### config.mk
export PLATFORM = sky130hd
export DESIGN_NAME = zero_flag_gen
export DESIGN_NICKNAME = d
export VERILOG_FILES = /design/src/rtl/zero_flag_gen.sv
export SDC_FILE = /design/constraint.sdc
export NUM_CORES = 1
export LEC_CHECK = 0
export CORE_MARGIN = 8
export CORE_UTILIZATION = 40
export DETAILED_ROUTE_END_ITERATION = 10
export PLACE_DENSITY = 0.72
export SYNTH_ARGS = -nofsm -noshare
export SYNTH_HDL_FRONTEND = slang
export SYNTH_SLANG_ARGS = --single-unit
### constraint.sdc
create_clock -name clk -period 1.8 [get_ports clk]
set_clock_uncertainty 0.05 [all_clocks]
set_input_delay 0.36 -clock clk [delete_from_list [all_inputs] [get_ports clk]]
set_output_delay 0.36 -clock clk [all_outputs]
set_load 0.02 [all_outputs]
### src/rtl/zero_flag_gen.sv
// zero_flag_gen: flags zero activations of a fixed-length row and counts them per row
module zero_flag_gen #(
  parameter int DATA_W  = 16,
  parameter int ROW_LEN = 12,
  parameter int CNT_W   = 4
) (
  input  logic              clk,
  input  logic              rst,
  input  logic              start,
  input  logic              stall,
  input  logic              iact_valid,
  input  logic [DATA_W-1:0] iact_data,
  output logic              iact_ready,
  output logic              flag_out,
  output logic              fwd_valid,
  output logic [DATA_W-1:0] fwd_data,
  output logic              busy,
  output logic              row_done,
  output logic [CNT_W-1:0]  skip_count
);
  typedef enum logic [1:0] {IDLE, SCAN, DONE} state_t;
  state_t state_q, state_d;
  logic [CNT_W-1:0] elem_cnt_q, elem_cnt_d, zero_cnt_q, zero_cnt_d, skip_count_q, skip_count_d;
  logic [DATA_W-1:0] fwd_data_q, fwd_data_d;
  logic fwd_valid_q, fwd_valid_d, flag_q, flag_d, row_done_q, row_done_d;
  logic accept, is_zero, last, begin_row;
  assign iact_ready = (state_q == SCAN) && !stall;
  always_comb begin
    accept       = iact_valid && iact_ready;
    is_zero      = iact_data == '0;
    last         = accept && (elem_cnt_q == CNT_W'(ROW_LEN - 1));
    begin_row    = (state_q == IDLE) && start;
    state_d      = state_q == IDLE ? (start ? SCAN : IDLE) :
                   state_q == SCAN ? (last ? DONE : SCAN) : IDLE;
    elem_cnt_d   = begin_row ? '0 : accept ? elem_cnt_q + 1'b1 : elem_cnt_q;
    zero_cnt_d   = begin_row ? '0 : (accept && is_zero) ? zero_cnt_q + 1'b1 : zero_cnt_q;
    fwd_valid_d  = accept;
    flag_d       = accept && is_zero;
    fwd_data_d   = accept ? iact_data : fwd_data_q;
    row_done_d   = last;
    // the final element's zero is not yet in zero_cnt_q, so fold it in here
    skip_count_d = last ? zero_cnt_q + CNT_W'(is_zero) : skip_count_q;
  end
  always_ff @(posedge clk) begin
    if (rst) begin
      state_q      <= IDLE;
      elem_cnt_q   <= '0;
      zero_cnt_q   <= '0;
      skip_count_q <= '0;
      fwd_data_q   <= '0;
      fwd_valid_q  <= 1'b0;
      flag_q       <= 1'b0;
      row_done_q   <= 1'b0;
    end else begin
      state_q      <= state_d;
      elem_cnt_q   <= elem_cnt_d;
      zero_cnt_q   <= zero_cnt_d;
      skip_count_q <= skip_count_d;
      fwd_data_q   <= fwd_data_d;
      fwd_valid_q  <= fwd_valid_d;
      flag_q       <= flag_d;
      row_done_q   <= row_done_d;
    end
  end
  assign flag_out   = flag_q;
  assign fwd_valid  = fwd_valid_q;
  assign fwd_data   = fwd_data_q;
  assign busy       = state_q != IDLE;
  assign row_done   = row_done_q;
  assign skip_count = skip_count_q;
endmodule

; ---- After elaboration in Yosys (flattened, before gate mapping)
; Cells that the tools add are included.
[word_totals]
output_inout_bits = 25
inputBits = 21
regBits = 33
[op_classes]
n_reduce_logical = 10
add_sub_neg = 3
n_eq_ne = 2
n_mux = 4
[op_table]
columns = op, n
row1 = 16-bit logical NOT, 1
row2 = "4-bit by 1-bit adder with 4-bit output, second input constant", 2
row3 = 2-bit 2-to-1 mux, 3
row4 = 1-bit logical AND, 5
row5 = 4-bit by 1-bit adder with 4-bit output, 1
row6 = "4-bit equality test, second input constant", 1
row7 = "2-bit by 1-bit equality test with 1-bit output, second input constant", 1
row8 = 2-bit logical NOT, 1
row9 = 2-bit nonzero test, 1
row10 = 2-bit OR reduction, 1
row11 = 1-bit logical NOT, 1
row12 = 1-bit 2-to-1 mux, 1

; ---- Longest topological paths before layout
[logic_depth]
word_depth = 7
mapped_depth = 7

; ---- Least setup slack after synthesis
; No wires, ideal clock.
[synth_path]
kind = input to register
startpoint = in stall
endpoint = reg zero_cnt_q[3]
setup_ns = 0.070
path_stages = 4
slack_ns = 0.159
arrival_ns = 1.521
path_buffers = 0
path_cell_list = nor3b_2 > nand2_1 > or4_1 > a21oi_1
[synth_via]
elab_chain_len = 4
[synth_rtl]
columns = element, line_no
row1 = from (decl), 10  ; input logic stall,
row2 = 1-bit logical NOT, 27  ; assign iact_ready = (state_q == SCAN) && !stall;
row3 = 1-bit logical AND, 27
row4 = 1-bit logical AND, 29  ; accept = iact_valid && iact_ready;
row5 = 1-bit logical AND, 36  ; zero_cnt_d = begin_row ? '0 : (accept && is_zero) ? zero_cnt_q + 1'b1 : zero_cnt_q;
row6 = to (signal assigned), 57  ; zero_cnt_q <= zero_cnt_d;
row7 = to (decl), 23  ; logic [CNT_W-1:0] elem_cnt_q, elem_cnt_d, zero_cnt_q, zero_cnt_d, skip_count_q, skip_count_d;
; Every way passes these cells.
; A chain may end at the register's enable or synchronous reset.

; ---- Final worst setup path
[layout_path]
startpoint = reg fwd_data_q[8], in the netlist fwd_data[8]
endpoint = out fwd_data[8]
[layout_rtl]
columns = element, line_no
row1 = from (decl), 24  ; logic [DATA_W-1:0] fwd_data_q, fwd_data_d;
row2 = from (signal assigned), 59  ; fwd_data_q <= fwd_data_d;
row3 = to (decl), 16  ; output logic [DATA_W-1:0] fwd_data,
; No word-level cell between the ends.

==> flow_summary.rst <==
.. list-table::
   :header-rows: 1

   * - Metric
     - Value
   * - Wire length of the first global-routing pass
     - 5720 um
   * - Pwr dens
     - 648.4 nW/um^2
   * - Effective utilization at floorplan
     - between 40 and 50%
   * - Met1 WL
     - 1437 um
   * - Clock root buffer
     - sky130_fd_sc_hd__clkbuf_4
   * - Overall power after layout
     - 1285 uW
   * - Synth warnings
     - 0
   * - Data arrival at the endpoint of the critical path
     - ~1.3 ns
   * - Startpoint of the tightest hold check path
     - iact_data[7]
   * - Clock Tree Buf Depth
     - 2
   * - Number of sinks driven by the clock tree
     - 33
   * - Total area of multi-input combinational cells
     - approximately 650 sq um
   * - Total of endpoints with negative setup slack in the final report
     - 0
   * - Leak Pwr
     - 0.0007799 uW
   * - Critical path type
     - reg2out
   * - CTS Buf Count
     - 5
   * - Top-Level Pins
     - 46
   * - Skew-Pair Late Insertion Delay
     - between 0.3 and 0.4 ns
   * - Cell depth of the worst hold path
     - 3
   * - Register area
     - between 600 and 700 sq um
   * - Global-route total usage across every layer
     - between 10% and 20%
   * - Antenna Violating Nets Remaining
     - 0
   * - Unrepaired setup endpoints after global routing
     - false
   * - Worst path required time
     - between 1 and 1.5 ns
   * - Part of the power in registers
     - between 50% and 60%
   * - Input/output buffers
     - 45
   * - TNS Setup
     - 0 ns
   * - Highest Clock Rate
     - 0.5820 GHz
   * - Number of synthesized flops with an enable pin
     - 0
   * - Die area
     - between 5000 and 6000 sq um
   * - Number of detailed-route iterations in the first pass
     - 4
   * - Vertical extent of the die
     - roughly 74 um
   * - GPL Wtd Cong
     - between 0.7 and 0.8
   * - Internal power summed over all cells
     - roughly 970 uW
   * - Post-layout nets
     - 231
   * - Portion of total power attributed to the clock network
     - a little under 30%
   * - Cell variety after synth
     - 29
   * - Mean Syn Cell Area
     - roughly 9.1 sq um
   * - Max-Cap Viols
     - 0
   * - Number of non-filler instances in the completed layout
     - 253
   * - H-tree Lvls
     - 2
   * - Reg2Reg Launch Point
     - state_q[0]
   * - Worst slew pin tran
     - about 0.29 ns
   * - Uppermost metal layer occupied by signal nets
     - met4
   * - Design area
     - 1982 sq um
   * - Met2 routed wirelength
     - between 1500 and 2000 um
   * - Routed Wire Length
     - 3378 um
   * - Maximum fanout along the worst path
     - 2
   * - Worst path cell trace
     - clkdlybuf4s50_1
   * - Relative slew margins
     - 80.78%
   * - CP peak stage delay
     - approximately 0.63 ns
   * - Share of flip-flops with an asynchronous set or reset
     - 0%
   * - Reg-to-reg endpoint
     - zero_cnt_q[3]
   * - Final setup slack of the worst path
     - ~0.082 ns
   * - Area of the core region
     - about 3300 sq um
   * - Slew Limit Fails
     - 0
   * - Violation count after the first detailed-route iteration
     - 63
   * - Relative area change from synthesis to final layout
     - 46.80%
   * - CP delay by family, top
     - buffers and inverters
   * - Gate Count Post-Synth
     - 148
   * - Filler cells
     - 307
   * - Post-synthesis register bit count
     - 33
   * - Worst Setup Slack post-DPL
     - -0.4114 ns
   * - Post-DR wirelength/cell
     - between 10 and 15 um
   * - R2r setup slk
     - 0.24 ns
   * - Number of buffer and inverter stages on the critical path
     - 1
   * - Primary flip-flop cell chosen by synthesis mapping
     - sky130_fd_sc_hd__dfxtp_1
   * - Clock-pin slew reported for the worst setup and hold paths after clock tree synthesis
     - 0.09 ns
   * - Fraction of layout cells with a size suffix above 1
     - about an eighth
   * - Post-detailed-placement cell area
     - between 1500 and 2000 sq um
   * - Largest net degree at the start of global routing
     - 18
   * - Switching fraction of total power
     - between 20% and 30%
   * - Sequential element share of the synthesized area
     - between 40 and 50%
   * - Worst VDD drop
     - 0.3580 mV
   * - Number of placement rows
     - 21
   * - Hold Crit Endpoint
     - fwd_data[7]
   * - Final-report hold violation count
     - 0
   * - Clock period minus final worst setup slack
     - 1.718 ns
   * - Syn_nets
     - approximately 170
   * - Min-Delay Path Class
     - in2reg
   * - Path depth of the worst reg2reg path
     - 5
   * - Total via count in the routed design
     - 1212
   * - TritonCTS clock tree
     - yes
   * - Initial antenna violation count
     - 0
   * - Nature of the critical path endpoint
     - primary output
   * - Slowest library cell on the worst path
     - sky130_fd_sc_hd__clkdlybuf4s50_1
   * - Final clock period utilization by the worst path
     - a little over nine tenths
   * - Ratio of routed vias to standard cells
     - around 4.8
   * - DR WL met3
     - 298 um
   * - Number of global-route vias before repair
     - 1298
   * - Width of the die
     - 74.10 um
   * - Grt ovf
     - 0
   * - Total of hold buffers inserted after clock tree synthesis
     - 0
   * - Outcome
     - finished, final reports clean
   * - P_sw
     - 311.7 uW
   * - Number of DRC violations after detailed routing
     - 0
   * - Area of the mapped netlist
     - about 1400 sq um
   * - HPWL after detailed placement
     - 2606 um
   * - Total inserted antenna cells
     - 0
   * - Fraction of power consumed by combinational cells
     - 12.2%
   * - Kind of launch point of the worst setup path
     - flip-flop
   * - Instance count after placement with tap cells included
     - between 200 and 250
[sequential cells by signal (all words and copies together), names as in the netlist]
register,flops
state_q,2
fwd_valid,1
row_done,1
elem_cnt_q,4
flag_out,1
zero_cnt_q,4
skip_count,4
fwd_data,16
[Yosys cell counts, types with 2 or more instances]
library cell | n | area, sq um
sky130_fd_sc_hd__a211oi_1 | 2 | 15.01
sky130_fd_sc_hd__a21oi_1 | 21 | 105.1
sky130_fd_sc_hd__clkbuf_1 | 6 | 22.52
sky130_fd_sc_hd__dfxtp_1 | 33 | 660.6
sky130_fd_sc_hd__ha_1 | 4 | 50.05
sky130_fd_sc_hd__inv_1 | 2 | 7.510
sky130_fd_sc_hd__mux2i_1 | 2 | 20.02
sky130_fd_sc_hd__nand2_1 | 36 | 135.1
sky130_fd_sc_hd__nand3_1 | 3 | 15.01
sky130_fd_sc_hd__nor2_1 | 10 | 37.54
sky130_fd_sc_hd__nor2b_1 | 2 | 12.51
sky130_fd_sc_hd__nor4_4 | 4 | 85.08
sky130_fd_sc_hd__o21ai_0 | 2 | 10.01
sky130_fd_sc_hd__o31ai_1 | 2 | 15.01
sky130_fd_sc_hd__or4_1 | 2 | 15.01
sky130_fd_sc_hd__xnor2_1 | 2 | 17.52
sky130_fd_sc_hd__xor2_1 | 3 | 26.28
[per-stage QoR]
| step | hold WS (ns) | utilization (%) |
|---|---|---|
| floorplan | 0.4037 | - |
| detailed placement | 0.3951 | 58.36 |
| global placement | 0.3919 | 58.36 |
| global route | 0.2922 | 60.34 |
| finish | 0.2959 | 60.34 |
| CTS | 0.4024 | 59.70 |
[cells by family (layout without fill, tap and decap cells)]
group,count (synthesis),in the layout,synth area share [%]
and+or+nand+nor,65,65,28.17
DFF,33,33,48.93
AOI/OAI and AO/OA,28,28,11.31
buffers and inverters,11,70,3.150
xor gates and xnor gates,5,5,3.244
adders and majority gates,4,4,3.707
muxes,2,2,1.483
[power by group through the flow]
stage               sequential (uW)  combinational [uW]  clock, uW
floorplan                       778                47.4          0
global placement                765                 164          0
detailed placement              766                 167          0
CTS                             749                 160        397
global route                    751                 170        423
finish                          749                 156        380
[metal layers]
metal  vias to the layer above  global-route usage [%]
met5                         -                       0
met4                         0                   8.426
met3                         5                   6.334
met2                        39                   21.88
met1                       546                   13.75
li1                        622                       -
[timing repair]
item / 4_1_cts / 5_1_grt
pin swaps: 5 / 8
buffers inserted: 1 / 1
endpoints found under the hold margin: 0 / 0
setup endpoints to repair: 6 / 6
resized for setup: 10 / 10
[worst min-delay path: stages]
cell and delay (ns):
sky130_fd_sc_hd__dlymetal6s2s_1 0.16, sky130_fd_sc_hd__nand2_1 0.07, sky130_fd_sc_hd__a21oi_1 0.05
[worst max path at each step]
stage	to	from	cells after the start
after global routing	skip_count[2]	iact_data[3]	8
after CTS	skip_count[3]	iact_data[7]	8
final	fwd_data[8]	fwd_data[8]	1
after global placement	skip_count[3]	iact_data[5]	8
after floorplan	zero_cnt_q[3]	stall	4
after detailed placement	skip_count[3]	iact_data[9]	8
[area by class of cell]
cell class / instances / area share [%]
clock buffer: 8 / 2.462
inverter: 3 / 0.5682
multi-input combinational: 104 / 32.77
sequential: 33 / 33.33
tap: 46 / 2.904
timing repair buffer: 59 / 27.97
[cells in the final DEF (no fill, tap or decap), drive strengths merged, types with 5 or more instances in the layout]
cell type,synthesis,routed
nand2,36,36
dfxtp,33,33
clkdlybuf4s50,0,29
a21oi,21,21
buf,2,14
nor2,10,10
dlygate4sd2,0,9
clkbuf,6,9
dlymetal6s2s,0,6
nor4,5,5
Power figures use the tool's default switching activity.
==> RTL edit 1 (config.mk and constraints unchanged) <==
Remove the register `flag_q`: a continuous assignment takes its place, so the output `flag_out` follows one clock earlier.
--- a/src/rtl/zero_flag_gen.sv
+++ b/src/rtl/zero_flag_gen.sv
@@ -49,7 +49,6 @@
       skip_count_q <= '0;
       fwd_data_q   <= '0;
       fwd_valid_q  <= 1'b0;
-      flag_q       <= 1'b0;
       row_done_q   <= 1'b0;
     end else begin
       state_q      <= state_d;
@@ -58,10 +57,11 @@
       skip_count_q <= skip_count_d;
       fwd_data_q   <= fwd_data_d;
       fwd_valid_q  <= fwd_valid_d;
-      flag_q       <= flag_d;
       row_done_q   <= row_done_d;
     end
   end
+
+  assign flag_q = flag_d;
   assign flag_out   = flag_q;
   assign fwd_valid  = fwd_valid_q;
   assign fwd_data   = fwd_data_q;
Formal check against the unedited RTL: not equivalent (a bounded check fails within 4 cycles, from zero or initial values and one cycle with rst high).
==> RTL edit 1 against the unedited design <==
  * Area after synthesis decreased by 4.3%
  * Largest cell class unchanged
  * Routed wire length is 1.6% lower
  * Core utilization grew 2.4 points
  * Cell area is 3.4% lower
  * Worst hold slack worse by 50 ps
  * Power up 1.1%
  * Sequential cell count decreased by 1
  * Highest routed layer unchanged
  * Setup slack got worse by 22 ps
==> RTL edit 1: results (changes against the unedited design) <==
Synthesis
After synthesis, the cell types taking the most area are dfxtp_1, nand2_1, a21oi_1, ha_1, nor2_1. The multiplexer fraction of the synthesized cell area came to 0.01549 (+0.0006603). The net count after synthesis was 172 (-0.58%). The number of distinct standard cells referenced by the synthesized netlist is 28 (-3.4%). The complex-gate fraction of the synthesized area is 0.1162 (+0.003099).

The adder-cell share of the synthesized area came to 0.03872 (+0.001651). The xor and xnor area share after synthesis is 0.03388 (+0.001444). The total number of yosys warnings is 0 (unchanged). The async set-reset flop share out of synthesis is 0 (unchanged). The post-synthesis sequential area ratio was 0.4956 (+0.006302). The synthesized instance count is 147 (-0.68%). By count the netlist is led by nand2_1, dfxtp_1, a21oi_1.

Hold path
The worst hold path terminates at fwd_data[14]$_SDFFE_PP0P_. The startpoint of the worst hold path is iact_data[14]. The worst hold path belongs to the class input port to register.

Timing
The number of failing hold endpoints at the final stage came to 0 (unchanged). The actual slew at the worst max-slew pin is 345.5 ps (+59.37 ps). The hold slack was 245.5 ps (-50.41 ps).

CTS
The worst-case clock buffer depth came to 2 (unchanged). The clock slew at the register clock pins of the worst setup and hold paths is 90 ps (about the same). The root buffer cell chosen for the clock tree is clkbuf_4.

Drt
The mean number of vias per cell was 4.850 (+1.2%). The detailed router's first-iteration violation count is 55 (-13%). The average detailed-routed wire length per instance is 13.45 um (+0.76%). The number of detailed-route iterations in the first pass was 4 (unchanged).

Placement
The placed instance area is 1851 um2 (-3.5%). The post-DP HPWL is 2643 um (+1.4%). The routability congestion estimate from global placement is 0.7443 (-5.1%). The number of placed cells counting well taps was 239 (-1.6%).

The worst setup timing slack at the placement stage came to -674.3 ps (-262.9 ps).

Pwr
The reported leakage power was 0.0007310 uW (-6.3%). The maximum vdd ir drop is 469.8 uV (+31%).

GRT
The number of antenna violations at the first check in global routing was 0 (unchanged). The largest net degree at the start of global routing is 24 (+6). The number of global-route vias before repair is 1262 (-2.8%). The first-pass GRT wire length was 5623 um (-1.7%). The overall global routing resource usage is 0.1343 (-0.0005413).

Setup path
The top fanout value on the critical path was 2 (unchanged). The destination of the worst register-to-register timing path is zero_cnt_q[2]$_SDFFE_PP0P_. The data arrival time of the worst path is 1330 ps (+20 ps). The slowest stage of the critical path is the nor4_4 cell. The largest stage delay on the critical path is 270 ps (-360 ps). The register-to-register path setup slack is 180 ps (-60 ps).

Status
The flow ran to the end, and the final reports show no timing, DRC or antenna violations.

Cells and area
The non-filler instance count after layout was 247 (-2.4%). The number of nets in the final layout is 227 (-1.7%). The share of post-route cells with drive strength above 1 came to 0.1379 (+0.007496). The antenna cell count is 0 (unchanged).
-- RTL edit 1: cell types whose count changed in the layout (fill, tap and decap cells not counted), sizes merged, moves of 2 or more --
cell / before / now
clkdlybuf4s15: 0 / 7
buf: 14 / 12
clkdlybuf4s50: 29 / 25
dlymetal6s2s: 6 / 1
-- RTL edit 1: metal layers --
| metal | track usage | wire length [um] |
|---|---|---|
| met1 | 0.1355 | 1325 |
| met2 | 0.2346 | 1671 |
| met5 | 0 | 0 |
| met4 | 0.04667 | 40 |
| met3 | 0.06456 | 286 |
-- RTL edit 1: worst max-delay path by stage --
stage                        from        to  slack [ps]  depth (start not counted)
floorplan                   stall  flag_out          30                          4
global placement    iact_data[15]  flag_out        -670                          5
detailed placement  iact_data[15]  flag_out        -670                          5
CTS                         stall  flag_out           7                          5
global route        iact_data[15]  flag_out           2                          5
finish              iact_data[10]  flag_out          60                          5
-- RTL edit 1: repair_timing --
action	4_1_cts	5_1_grt
resized for setup	31	9
pin swaps	6	9
endpoints found under the hold margin	0	0
buffers inserted	0	0
setup endpoints to repair	7	5
-- RTL edit 1: final cells by class --
cell class | count | area (um2)
Multi-Input combinational cell | 104 | 628.1
Inverter | 3 | 11.26
Fill cell | 286 | 1139
Sequential cell | 32 | 640.6
Timing Repair Buffer | 56 | 520.5
Tap cell | 44 | 55.05
Clock buffer | 8 | 58.81
-- RTL edit 1: worst max-delay path: cells and delay by family --
| family | cells | cell delay (ps) |
|---|---|---|
| buffers and inverters | 2 | 400 |
| AND/OR/NAND/NOR | 3 | 580 |
-- RTL edit 1: power by group --
group          switching [uW]  internal [uW]  leakage (uW)
logic                    78.7           72.0      0.000440
registers                6.33            720      0.000259
clock network             230            193     0.0000326
==> RTL edit 2 (same flow settings) <==
Made on the original files. `DATA_W`: 16 -> 32.
--- a/src/rtl/zero_flag_gen.sv
+++ b/src/rtl/zero_flag_gen.sv
@@ -1,6 +1,6 @@
 // zero_flag_gen: flags zero activations of a fixed-length row and counts them per row
 module zero_flag_gen #(
-  parameter int DATA_W  = 16,
+  parameter int DATA_W  = 32,
   parameter int ROW_LEN = 12,
   parameter int CNT_W   = 4
 ) (
Interface: changed (resized fwd_data and iact_data); port bits go from 46 to 78. The function was not compared with the original's and may differ.
==> RTL edit 2 against the unedited design <==
  * Sequential share of layout area down 1.1 points
  * Routed wire length up 56%
  * Power increased by 57%
  * Cell area increased by 54%
  * Sequential cell count rose by 16
  * Count of clock-buffer cells in the layout is 1 lower
  * Clock power up 68%
  * Combinational power increased by 65%
  * Maximum frequency is 2.3% lower
  * Area after synthesis increased by 45%
  * Setup slack got worse by 40 ps
  * Largest power group unchanged
  * Highest routed layer unchanged
==> RTL edit 2: results (changes against the unedited design) <==
Hold path
For hold timing, the worst endpoint is fwd_data[19]$_SDFFE_PP0P_. The worst hold path begins at iact_data[19].

CTS
The source-to-sink clock delay at the later pin of the worst-skew pair was 300 ps (-20 ps). The cell sitting at the root of the clock tree is a clkbuf_8.

Drt
The detailed router's first-iteration violation count is 90 (+43%). The mean number of vias per cell is 4.854 (+1.3%).

GRT
The first-pass GRT wire length is 8735 um (+53%).

Synthesis
The xor and xnor area share after synthesis is 0.02231 (-0.01013). The multiplexer fraction of the synthesized cell area was 0.01020 (-0.004631). The share of Yosys cell area claimed by the top area cell type is 0.4997 (+0.01034). Sorting the synthesized cells by area gives the leading types as dfxtp_1, nand2_1, a21oi_1, nor4_2, ha_1. The post-synthesis sequential area ratio came to 0.4997 (+0.01034). The complex-gate fraction of the synthesized area is 0.1275 (+0.01440). The mean instance size in the synthesized netlist came to 8.764 um2 (-3.9%).

Timing
The final critical path time including I/O delays and setup was 1758 ps (+40.06 ps). The actual slew at the worst max-slew pin was 379.7 ps (+93.51 ps).

Cells and area
The non-filler instance count after layout is 384 (+52%). The filler cell count was 417 (+36%). The number of nets in the final layout came to 358 (+55%).

Placement
The number of placed cells counting well taps is 373 (+53%). The worst setup timing slack at the placement stage was -516.4 ps (-105.0 ps). The post-DP HPWL was 3929 um (+51%). The number of input and output port buffers inserted is 77 (+71%).

Setup path
The most critical setup path has its endpoint at iact_ready. The startpoint of the worst register-to-register path is state_q[1]$_SDFF_PP0_. The largest stage delay on the critical path is 440 ps (-190 ps).

Pwr
The cell-internal power is 1536 uW (+58%). The maximum vdd ir drop came to 404.0 uV (+13%).

Status
The run finished with clean final reports.
RTL edit 2: cell types whose count changed after synthesis, moves of 2 or more:
cell / before / now
nand2_1: 36 / 69
dfxtp_1: 33 / 49
a21oi_1: 21 / 34
nor4_2: 0 / 7
clkbuf_1: 6 / 11
nor4_4: 4 / 1
a41o_1: 0 / 2
buf_2: 1 / 3
inv_1: 2 / 0
nand3_1: 3 / 1
nor2_1: 10 / 12
o21ai_0: 2 / 0
o311a_1: 0 / 2
RTL edit 2: layout make-up:
| class | count | share of cell area |
|---|---|---|
| Sequential cell | 49 | 0.3221 |
| Multi-Input combinational cell | 160 | 0.3209 |
| Timing Repair Buffer | 101 | 0.3012 |
| Clock buffer | 7 | 0.02835 |
| Tap cell | 67 | 0.02753 |
RTL edit 2: repair_timing:
item / CTS / global route
pin swaps: 13 / 13
hold endpoints to repair: 0 / 0
buffers inserted: 4 / 0
resized for setup: 39 / 31
setup endpoints to repair: 10 / 7
RTL edit 2: per-stage QoR:
step | instance area [um2] | hold slack (ps)
global placement | 2908 | 391.2
finish | 3045 | 251.2
floorplan | 1963 | 403.7
global route | 3045 | 262.0
CTS | 3040 | 402.2
detailed placement | 2908 | 397.0
RTL edit 2: routing by layer:
layer / track usage / vias up / wire [um]
li1: - / 948 / -
met1: 0.1784 / 851 / 2339
met2: 0.2309 / 58 / 2449
met3: 0.04871 / 7 / 386
met4: 0.05892 / 0 / 106
met5: 0 / - / 0
RTL edit 2: power groups by stage:
stage | Combinational (uW) | Clock (uW) | Sequential, uW
CTS | 261 | 661 | 1120
global placement | 277 | 0 | 1140
detailed placement | 278 | 0 | 1140
global route | 279 | 699 | 1120
floorplan | 75.8 | 0 | 1170
finish | 257 | 639 | 1120
